$ cat src/rtl/mips_hazard_scoreboard_pkg.sv
// Shared types and constants for the MIPS-lite RAW-hazard scoreboard:
// opcodes, the in-flight entry record, forward-select encoding and an IR decoder.
package mips_hazard_scoreboard_pkg;

  localparam int unsigned DEST_W = 5;
  localparam int unsigned OP_W   = 6;
  localparam int unsigned IMM_W  = 16;

  localparam logic [OP_W-1:0] OP_ADD   = 6'd0;
  localparam logic [OP_W-1:0] OP_SUB   = 6'd1;
  localparam logic [OP_W-1:0] OP_AND   = 6'd2;
  localparam logic [OP_W-1:0] OP_OR    = 6'd3;
  localparam logic [OP_W-1:0] OP_SLT   = 6'd4;
  localparam logic [OP_W-1:0] OP_ADDI  = 6'd5;
  localparam logic [OP_W-1:0] OP_LOAD  = 6'd6;
  localparam logic [OP_W-1:0] OP_STORE = 6'd7;
  localparam logic [OP_W-1:0] OP_BZ    = 6'd8;
  localparam logic [OP_W-1:0] OP_BEQ   = 6'd9;
  localparam logic [OP_W-1:0] OP_JR    = 6'd10;
  localparam logic [OP_W-1:0] OP_HALT  = 6'd11;

  // Forward-select encoding: k selects the value held in stage k-1.
  localparam int unsigned FWD_RF  = 0;
  localparam int unsigned FWD_EX  = 1;
  localparam int unsigned FWD_MEM = 2;

  typedef struct packed {
    logic              valid;
    logic [DEST_W-1:0] dest;
    logic              we;
    logic              is_load;
    logic              is_halt;
  } entry_t;

  typedef struct packed {
    logic [DEST_W-1:0] rs;
    logic [DEST_W-1:0] rt;
    logic [IMM_W-1:0]  imm;
    logic [DEST_W-1:0] dest;
    logic              we;
    logic              is_load;
    logic              is_halt;
    logic              rs_used;
    logic              rt_used;
  } ir_dec_t;

  // IR layout: op[31:26] rs[25:21] rt[20:16] rd[15:11] / imm[15:0].
  function automatic ir_dec_t decode_ir(input logic [31:0] ir);
    ir_dec_t d;
    d         = '0;
    d.rs      = ir[25:21];
    d.rt      = ir[20:16];
    d.imm     = ir[15:0];
    unique case (ir[31:26])
      OP_ADD, OP_SUB, OP_AND, OP_OR, OP_SLT: begin
        d.dest = ir[15:11]; d.we = 1'b1; d.rs_used = 1'b1; d.rt_used = 1'b1;
      end
      OP_ADDI: begin
        d.dest = ir[20:16]; d.we = 1'b1; d.rs_used = 1'b1;
      end
      OP_LOAD: begin
        d.dest = ir[20:16]; d.we = 1'b1; d.is_load = 1'b1; d.rs_used = 1'b1;
      end
      OP_STORE, OP_BEQ: begin
        d.rs_used = 1'b1; d.rt_used = 1'b1;
      end
      OP_BZ, OP_JR: d.rs_used = 1'b1;
      OP_HALT:      d.is_halt = 1'b1;
      default:      d = d;
    endcase
    return d;
  endfunction

endpackage

$ cat src/rtl/mips_hazard_scoreboard_match.sv
// Per-source comparator: youngest in-flight stage that writes the given source register.
module mips_hazard_match
  import mips_hazard_scoreboard_pkg::*;
#(
  parameter  int unsigned PIPE_DEPTH = 3,
  parameter  bit          R0_ZERO    = 1'b0,
  localparam int unsigned IDX_W      = $clog2(PIPE_DEPTH)
) (
  input  entry_t [PIPE_DEPTH-1:0] entries_i,
  input  logic   [DEST_W-1:0]     src_i,
  input  logic                    src_used_i,
  output logic                    hit_c_o,
  output logic   [IDX_W-1:0]      stage_c_o,
  output logic                    load_c_o
);

  // Walk oldest to youngest so the youngest match is the one left standing.
  always_comb begin
    hit_c_o   = 1'b0;
    stage_c_o = '0;
    load_c_o  = 1'b0;
    for (int j = int'(PIPE_DEPTH) - 1; j >= 0; j--) begin
      if (src_used_i && entries_i[j].valid && entries_i[j].we &&
          (entries_i[j].dest == src_i) &&
          !(R0_ZERO && (entries_i[j].dest == '0))) begin
        hit_c_o   = 1'b1;
        stage_c_o = IDX_W'(j);
        load_c_o  = entries_i[j].is_load;
      end
    end
  end

endmodule

$ cat src/rtl/mips_hazard_scoreboard.sv
// RAW-hazard scoreboard for the 5-stage MIPS-lite pipeline: ID stall, bypass
// selects, in-flight destination tracking EX..WB and halt-frozen statistics.
module mips_hazard_scoreboard
  import mips_hazard_scoreboard_pkg::*;
#(
  parameter  int unsigned NUM_REGS   = 32,
  parameter  int unsigned PIPE_DEPTH = 3,
  parameter  bit          FORWARD_EN = 1'b0,
  parameter  bit          R0_ZERO    = 1'b0,
  parameter  int unsigned CNT_W      = 32,
  localparam int unsigned REG_AW     = $clog2(NUM_REGS),
  localparam int unsigned SEL_W      = $clog2(PIPE_DEPTH) + 1
) (
  input  logic              clk,
  input  logic              reset,
  input  logic              id_valid,
  input  logic [REG_AW-1:0] id_rs,
  input  logic              id_rs_used,
  input  logic [REG_AW-1:0] id_rt,
  input  logic              id_rt_used,
  input  logic [REG_AW-1:0] id_dest,
  input  logic              id_dest_we,
  input  logic              id_is_load,
  input  logic              id_is_halt,
  input  logic              id_flush,
  output logic              stall,
  output logic [SEL_W-1:0]  fwd_rs_sel,
  output logic [SEL_W-1:0]  fwd_rt_sel,
  output logic              halted,
  output logic [CNT_W-1:0]  cycle_cnt,
  output logic [CNT_W-1:0]  stall_cnt,
  output logic [CNT_W-1:0]  instr_cnt
);

  localparam int unsigned IDX_W = $clog2(PIPE_DEPTH);
  localparam int unsigned LAST  = PIPE_DEPTH - 1;

  entry_t [PIPE_DEPTH-1:0] ent_q, ent_d;
  logic                    halted_q, halted_d;
  logic [CNT_W-1:0]        cyc_q, cyc_d, stl_q, stl_d, ins_q, ins_d;

  logic             rs_hit, rt_hit, rs_ld, rt_ld;
  logic [IDX_W-1:0] rs_stage, rt_stage;
  logic             gate_c, rs_win, rt_win, rs_ldu, rt_ldu, stall_c, issue_c;
  logic [SEL_W-1:0] rs_sel_c, rt_sel_c;

  function automatic logic [CNT_W-1:0] sat_inc(input logic [CNT_W-1:0] v, input logic en);
    return (en && (v != '1)) ? v + CNT_W'(1) : v;
  endfunction

  mips_hazard_match #(.PIPE_DEPTH(PIPE_DEPTH), .R0_ZERO(R0_ZERO)) u_match_rs (
    .entries_i (ent_q),
    .src_i     (DEST_W'(id_rs)),
    .src_used_i(id_rs_used),
    .hit_c_o   (rs_hit),
    .stage_c_o (rs_stage),
    .load_c_o  (rs_ld)
  );

  mips_hazard_match #(.PIPE_DEPTH(PIPE_DEPTH), .R0_ZERO(R0_ZERO)) u_match_rt (
    .entries_i (ent_q),
    .src_i     (DEST_W'(id_rt)),
    .src_used_i(id_rt_used),
    .hit_c_o   (rt_hit),
    .stage_c_o (rt_stage),
    .load_c_o  (rt_ld)
  );

  // WB writes in the first half-cycle, so only stages before WB form the hazard window.
  always_comb begin
    gate_c   = id_valid && !id_flush && !halted_q;
    rs_win   = rs_hit && (rs_stage < IDX_W'(LAST));
    rt_win   = rt_hit && (rt_stage < IDX_W'(LAST));
    rs_ldu   = rs_win && (rs_stage == '0) && rs_ld;
    rt_ldu   = rt_win && (rt_stage == '0) && rt_ld;
    stall_c  = 1'b0;
    rs_sel_c = SEL_W'(FWD_RF);
    rt_sel_c = SEL_W'(FWD_RF);
    if (FORWARD_EN) begin
      stall_c = gate_c && (rs_ldu || rt_ldu);
      if (gate_c && rs_win && !rs_ldu) rs_sel_c = SEL_W'(rs_stage) + SEL_W'(FWD_EX);
      if (gate_c && rt_win && !rt_ldu) rt_sel_c = SEL_W'(rt_stage) + SEL_W'(FWD_EX);
    end else begin
      stall_c = gate_c && (rs_win || rt_win);
    end
    issue_c = gate_c && !stall_c;
  end

  always_comb begin
    ent_d    = ent_q;
    halted_d = halted_q;
    cyc_d    = cyc_q;
    stl_d    = stl_q;
    ins_d    = ins_q;
    if (!halted_q) begin
      for (int j = int'(LAST); j > 0; j--) ent_d[j] = ent_q[j-1];
      ent_d[0] = '0;
      if (issue_c) begin
        ent_d[0] = '{valid: 1'b1, dest: DEST_W'(id_dest), we: id_dest_we,
                     is_load: id_is_load, is_halt: id_is_halt};
      end
      halted_d = ent_q[LAST].valid && ent_q[LAST].is_halt;
      cyc_d    = sat_inc(cyc_q, 1'b1);
      stl_d    = sat_inc(stl_q, stall_c);
      ins_d    = sat_inc(ins_q, issue_c);
    end
  end

  always_ff @(posedge clk) begin
    if (reset) begin
      ent_q    <= '0;
      halted_q <= 1'b0;
      cyc_q    <= '0;
      stl_q    <= '0;
      ins_q    <= '0;
    end else begin
      ent_q    <= ent_d;
      halted_q <= halted_d;
      cyc_q    <= cyc_d;
      stl_q    <= stl_d;
      ins_q    <= ins_d;
    end
  end

  assign stall      = stall_c;
  assign fwd_rs_sel = rs_sel_c;
  assign fwd_rt_sel = rt_sel_c;
  assign halted     = halted_q;
  assign cycle_cnt  = cyc_q;
  assign stall_cnt  = stl_q;
  assign instr_cnt  = ins_q;

endmodule
$ cat config.mk
export PLATFORM = sky130hd
export DESIGN_NAME = mips_hazard_scoreboard
export DESIGN_NICKNAME = d
export VERILOG_FILES = /design/src/rtl/mips_hazard_scoreboard_pkg.sv /design/src/rtl/mips_hazard_scoreboard_match.sv /design/src/rtl/mips_hazard_scoreboard.sv
export SDC_FILE = /design/constraint.sdc
export NUM_CORES = 1
export LEC_CHECK = 0
export CAP_MARGIN = 10
export CORE_MARGIN = 2
export CORE_UTILIZATION = 40
export DETAILED_ROUTE_END_ITERATION = 6
export PLACE_DENSITY = 0.66
export SLEW_MARGIN = 5
export SYNTH_ARGS = -nofsm -noshare
export SYNTH_HDL_FRONTEND = slang
export SYNTH_SLANG_ARGS = --single-unit
$ cat constraint.sdc
create_clock -name clk -period 2.3 [get_ports clk]
set_input_delay 0.46 -clock clk [delete_from_list [all_inputs] [get_ports clk]]
set_output_delay 0.46 -clock clk [all_outputs]
set_load 0.02 [all_outputs]
==> results.ini, run 1 <==
[place]
place_inst=1036
port_buffers=120
gp_congestion=0.919
placed_area_sq_um=7730
dp.final_hpwl_microns=11600

[route]
num_vias=5878
drcViolationCount=0
viasPerCell=5.50
routedWlPerCell_microns=14.9
ant_nets=0
routed_wl_microns=16000
first_pass_iters=4
drtIter0Drc=397

[grt]
grt_pass1_vias=5545
grt_pass1_wl_microns=26200
use_met1=0.240
antenna_found_initial=0
grt.overflow.total=0
grt_use_met2=0.350
grt_use_total=0.204
met3_usage=0.0498
busiest_layer=met2
grt_max_degree=62

[sta]
slew_viol_final=0
slew_headroom=0.479
max_freq_mhz=446
min_period_ns=2.24
final-setup-viol-count=0
hold_viol=0
final.setup_skew_ns=0.00922
finalCritPeriodShare=0.976
tightestPinTransition_ns=0.775
whs_ns=0.338
finalSetupTns_ns=0

[synthesis]
synth.avg_cell_area_sq_um=8.40
seq_area_frac_synth=0.394
synth_compound_area_frac=0.116
synth_top_family_by_area=simple AND/OR/NAND/NOR gates
synth_xor_xnor_area_share=0.0704
synth_adder_area_share=0.00642
syn-cell-area_sq_um=5840
yosysWarnings=0
synth_cell_types=49
ys.flop_type=dfxtp_1
synthArstFlopShare=0
synthMuxAreaShare=0.0554
ys_seq_elements=115
synth_edf_count=0
syn_inst=696
synthSimpleGateAreaFrac=0.317

[cts]
clock_latency_ns=0.42
clock_path_buffers=2
holdBufCountCts=0
clk_pin_slew_ns=0.05
tritoncts=yes
cts_buffers=17
htree_levels=4
cts-root-buf=clkbuf_16
numClockSinks=115

[floorplanning]
rows=44
initial_core_util=0.405
fp.dieH_microns=125
ioPinCount=128
die_area_sq_um=15600
fp.dieW_microns=125
core_sq_um=14400

[setup_path]
crit_required_ns=1.84
worst_setup_path_start_kind=register
endpoint_kind=output port
worst_path_largest_cell_delay_ns=0.38
cp.arrival_ns=1.78
path_buf_inv=1
crit_fanout=3
worst-setup-path-type=reg -> out
cpLargestDelayFamily=simple AND/OR/NAND/NOR gates
crit_chain=xnor2_1 -> nand4_1 -> o22a_1 -> and2_2 -> nor2_4 -> buf_6
cp_slowest_cell=dfxtp_1

[final_layout]
final_cells=1069
fill_cells=1252
final_cell_area_sq_um=8400
area_growth_pct=43.8
drive_gt1_frac=0.176
diodes=0
fin_nets=899

[pwr]
p_leak_nw=2.92
power.switching_w=0.00108
power_frac_seq=0.403
p_int_w=0.00394
pwr-share-comb=0.045
p_clk_frac=0.552
ir_worst_vdd_uv=487
power_density_nw_per_um2=598
switching_share=0.215

[run]
drv_cap=0

[status]
status=complete, no violations

[min_path]
hp-class=in -> reg

logic make-up (layout without fill, tap and decap cells):
| group | count (synthesis) | after routing |
|---|---|---|
| XOR/XNOR | 47 | 47 |
| other | 1 | 6 |
| buffers and inverters | 54 | 238 |
| AND/OR/NAND/NOR | 333 | 333 |
| flip-flops | 115 | 115 |
| AO/OA/AOI/OAI | 113 | 113 |
| adder cells (fa/ha/maj) | 3 | 3 |
| multiplexers | 30 | 30 |
cell type report:
class,instances,area [sq um],area share
clock buffers,23,498,0.0593
well taps,184,230,0.0274
flip-flops and latches,115,2310,0.276
multi-input cells,532,3370,0.401
inverters,9,33.8,0.00402
repair buffers,197,1830,0.218
clock inverters,9,125,0.0149
synth_stat cells, types with 4 or more instances:
library cell,count,area (sq um)
buf_1,4,15.0
nand3_1,35,175
clkbuf_1,30,113
nand2_1,38,143
mux2_2,19,214
mux2i_1,11,110
buf_4,6,45.0
o31ai_1,21,158
and3_1,10,62.6
xor2_1,12,105
and2_1,8,50.1
o21ai_0,24,120
a22o_1,7,61.3
nor2_1,80,300
nor3_1,15,75.1
nand4_1,42,263
xnor2_1,35,307
nor4_1,16,100
or4_1,23,173
nor2b_1,21,131
dfxtp_1,115,2300
a21oi_1,50,250
buf_2,5,25.0
or3_1,21,131
and4_1,5,43.8
inv_1,9,33.8
routing by layer:
metal	wire length [microns]	vias to the layer above
met5	0	-
met1	6860	2792
met4	334	0
met2	7920	155
li1	-	2903
met3	853	28
state kept, by name, summed over array words and instances, names as in the netlist:
register	cells
cycle_cnt	32
ent_q	18
halted	1
instr_cnt	32
stall_cnt	32
metrics by stage:
stage	util	power, W	worst slack, ns
global placement	0.536	0.00228	-0.578
floorplan	-	0.00219	0.0156
global route	0.582	0.00518	-0.00923
detailed placement	0.536	0.00229	-0.593
finish	0.582	0.00502	0.0560
CTS	0.579	0.00506	0.00804
power groups by stage:
stage / logic [W] / clock network (W) / registers [W]
2_1_floorplan: 0.000117 / 0 / 0.00207
3_3_place_gp: 0.000219 / 0 / 0.00206
3_5_place_dp: 0.000228 / 0 / 0.00206
4_1_cts: 0.000223 / 0.00281 / 0.00202
5_1_grt: 0.000242 / 0.00291 / 0.00202
6_report: 0.000224 / 0.00278 / 0.00202
layout by cell type, fill, tap and decap left out, types with 15 or more instances in the layout:
| master | count |
|---|---|
| a21oi_1 | 50 |
| buf_4 | 72 |
| clkbuf_16 | 17 |
| clkdlybuf4s50_1 | 108 |
| dfxtp_1 | 105 |
| mux2_2 | 19 |
| nand2_1 | 38 |
| nand3_1 | 34 |
| nand4_1 | 42 |
| nor2_1 | 79 |
| nor2b_1 | 21 |
| nor4_1 | 15 |
| o21ai_0 | 24 |
| o31ai_1 | 21 |
| or3_1 | 21 |
| or4_1 | 23 |
| xnor2_1 | 34 |
final timing paths:
path	from	endpoint	slack, ns	cells after the start
max	ent_q[12]$_SDFFE_PP0N_	stall	0.06	6
min	reset	ent_q[14]$_SDFFE_PP0N_	0.34	2
max reg2reg	ent_q[12]$_SDFFE_PP0N_	stall_cnt[7]$_SDFFE_PP0P_	0.08	7
min reg2reg	ent_q[0]$_SDFFE_PP0N_	ent_q[0]$_SDFFE_PP0N_	0.48	1
what timing repair did:
action / in CTS / in global routing
buffers inserted: 0 / 1
resized for setup: 19 / 15
hold endpoints to repair: 0 / 0
gates cloned: 0 / 0
endpoints found under the setup margin: 15 / 18
pin swaps: 2 / 0
No activity file was read; power rests on OpenSTA's default activity.
==> run 2, diff against run 1 <==
--- a/config.mk
+++ b/config.mk
@@ -5,7 +5,6 @@
 export SDC_FILE = /design/constraint.sdc
 export NUM_CORES = 1
 export LEC_CHECK = 0
-export CAP_MARGIN = 10
 export CORE_MARGIN = 2
 export CORE_UTILIZATION = 40
 export DETAILED_ROUTE_END_ITERATION = 6
==> results of run 2 <==
Same layout as run 1: the final DEF is identical, and so are final timing and power.
==> run 3, diff against run 2 <==
==> constraint.sdc (replaced) <==
create_clock -name clk -period 2.2 [get_ports clk]
set_input_delay 0.44 -clock clk [delete_from_list [all_inputs] [get_ports clk]]
set_output_delay 0.44 -clock clk [all_outputs]
set_load 0.02 [all_outputs]
==> run 3 against run 2 <==
Against the previous run: cell count grew 1.3%; via count grew 1.2%; combinational power grew 6%; clock power grew 10%; core utilization grew 1.5 points.
==> results.ini, run 3 (synthesis results as in run 1) <==
[place]
gp_congestion=0.873  ; -5.0%
dp_worst_setup_slack_ns=-0.685  ; -0.0915 ns
port_buffers=120  ; unchanged
placed_area_sq_um=7840  ; +1.4%
dp.final_hpwl_microns=11700  ; +1.2%
place_inst=1049  ; +1.3%

[final_layout]
diodes=0  ; unchanged
area_growth_pct=47.5
fin_nets=913  ; +1.6%
layout_common_cells=107 x clkdlybuf4s50_1, 91 x dfxtp_1, 89 x buf_4
layout_commonest_cell=clkdlybuf4s50_1
final_cell_area_sq_um=8620  ; +2.6%
final_cells=1083  ; +1.3%
drive_gt1_frac=0.216  ; +0.0395

[route]
drtIter0Drc=390  ; -1.8%
first_pass_iters=7  ; +3
routed_wl_microns=16500  ; +3.1%
num_vias=5947  ; +1.2%
viasPerCell=5.49  ; -0.13%
drcViolationCount=0  ; unchanged
routedWlPerCell_microns=15.2  ; +1.8%
ant_nets=0  ; unchanged

[pwr]
p_leak_nw=3.08  ; +5.2%
power_density_nw_per_um2=628  ; +5.0%
ir_worst_vdd_uv=459  ; -5.8%

[cts]
clk_pin_slew_ns=0.05  ; about the same
clock_latency_ns=0.41  ; about the same
cts-root-buf=clkbuf_16
cts_buffers=17  ; unchanged
numClockSinks=115  ; unchanged
tritoncts=yes
htree_levels=4  ; unchanged
clock_path_buffers=2  ; unchanged
holdBufCountCts=0  ; unchanged

[floorplanning]
fp.dieH_microns=125  ; unchanged
ioPinCount=128  ; unchanged
fp.dieW_microns=125  ; unchanged
rows=44  ; unchanged
die_area_sq_um=15600  ; unchanged
initial_core_util=0.405  ; unchanged
core_sq_um=14400  ; unchanged

[run]
drv_cap=0  ; unchanged

[sta]
rsz0062_at_grt=yes
min_period_ns=2.14
hold_viol=0  ; unchanged
tightestPinTransition_ns=0.795  ; +0.0201 ns
final-setup-viol-count=0  ; unchanged
whs_ns=0.282  ; -0.0565 ns
slew_viol_final=0  ; unchanged
slew_headroom=0.466  ; -0.0135
max_freq_mhz=467
layout_setup_ws_ns=0.0586  ; +0.00257 ns
finalCritPeriodShare=0.973
final.setup_skew_ns=0.00846  ; -0.000760 ns

[grt]
grt_use_total=0.211  ; +0.00727
grt_pass1_vias=5853  ; +5.6%
grt_pass1_wl_microns=27500  ; +5.0%
grt_max_degree=79  ; +27%
grt.overflow.total=0  ; unchanged
antenna_found_initial=0  ; unchanged

[setup_path]
crit_chain=xnor2_1 -> nand4_1 -> o22a_1 -> and2_4 -> nor2_4 -> buf_6
cpLargestDelayFamily=simple AND/OR/NAND/NOR gates
endpoint_kind=output port
crit_required_ns=1.76  ; -0.08 ns
cp.arrival_ns=1.70  ; -0.08 ns
cp_slowest_cell=dfxtp_1
worst_setup_path_start_kind=register
worst_path_largest_cell_delay_ns=0.38  ; about the same
path_buf_inv=1  ; unchanged
crit_fanout=3  ; unchanged
worst-setup-path-type=reg -> out

[status]
status=complete, no violations

[min_path]
hp-class=in -> reg

run 3: cell types whose count changed in the layout (fill, tap and decap cells not counted), sizes merged:
cell / delta
clkinvlp: +1
bufinv: +2
buf: +14
dlygate4sd2: +1
inv: +1
clkdlybuf4s50: -1
clkbuf: -4
run 3: where the power goes:
group / internal [W] / switching (W)
logic: 0.000105 / 0.000132
registers: 0.00210 / 0.0000187
clock network: 0.00207 / 0.000991
total: 0.00427 / 0.00114
run 3: area by class of cell:
class / instances / area, sq um
Fill cell: 1231 / 5800
Multi-Input combinational cell: 532 / 3460
Sequential cell: 115 / 2340
Timing Repair Buffer: 211 / 1900
Clock buffer: 19 / 453
Tap cell: 184 / 230
Clock inverter: 13 / 205
Inverter: 9 / 33.8
run 3: what timing repair did:
item / 4_1_cts / 5_1_grt
resized for setup: 25 / 28
setup buffers: 0 / 2
endpoints found under the setup margin: 18 / 26
endpoints found under the hold margin: 0 / 0
pin swaps: 0 / 3
run 3: worst paths after layout:
kind	from	end	slack, ns	cells after the start
worst max-delay path	ent_q[15]$_SDFFE_PP0N_	stall	0.06	6
worst min-delay path	reset	stall_cnt[27]$_SDFFE_PP0P_	0.28	2
worst max register to register	instr_cnt[12]$_SDFFE_PP0P_	instr_cnt[30]$_SDFFE_PP0P_	0.11	7
worst min register to register	stall_cnt[26]$_SDFFE_PP0P_	stall_cnt[26]$_SDFFE_PP0P_	0.49	2
run 3: per-layer routing:
metal  GRT usage  vias to the layer above  wire [microns]
li1            -                     2922               -
met1       0.259                     2849            7290
met2       0.364                      153            8200
met3      0.0399                       23             695
met4      0.0863                        0             280
met5           0                        -               0
run 3: stage by stage:
stage | total power, W | TNS (ns) | util
floorplan | 0.00229 | -0.0649 | -
global placement | 0.00239 | -19.30 | 0.543
detailed placement | 0.00240 | -23.54 | 0.543
CTS | 0.00546 | 0 | 0.590
global route | 0.00557 | -0.00558 | 0.598
finish | 0.00541 | 0 | 0.598
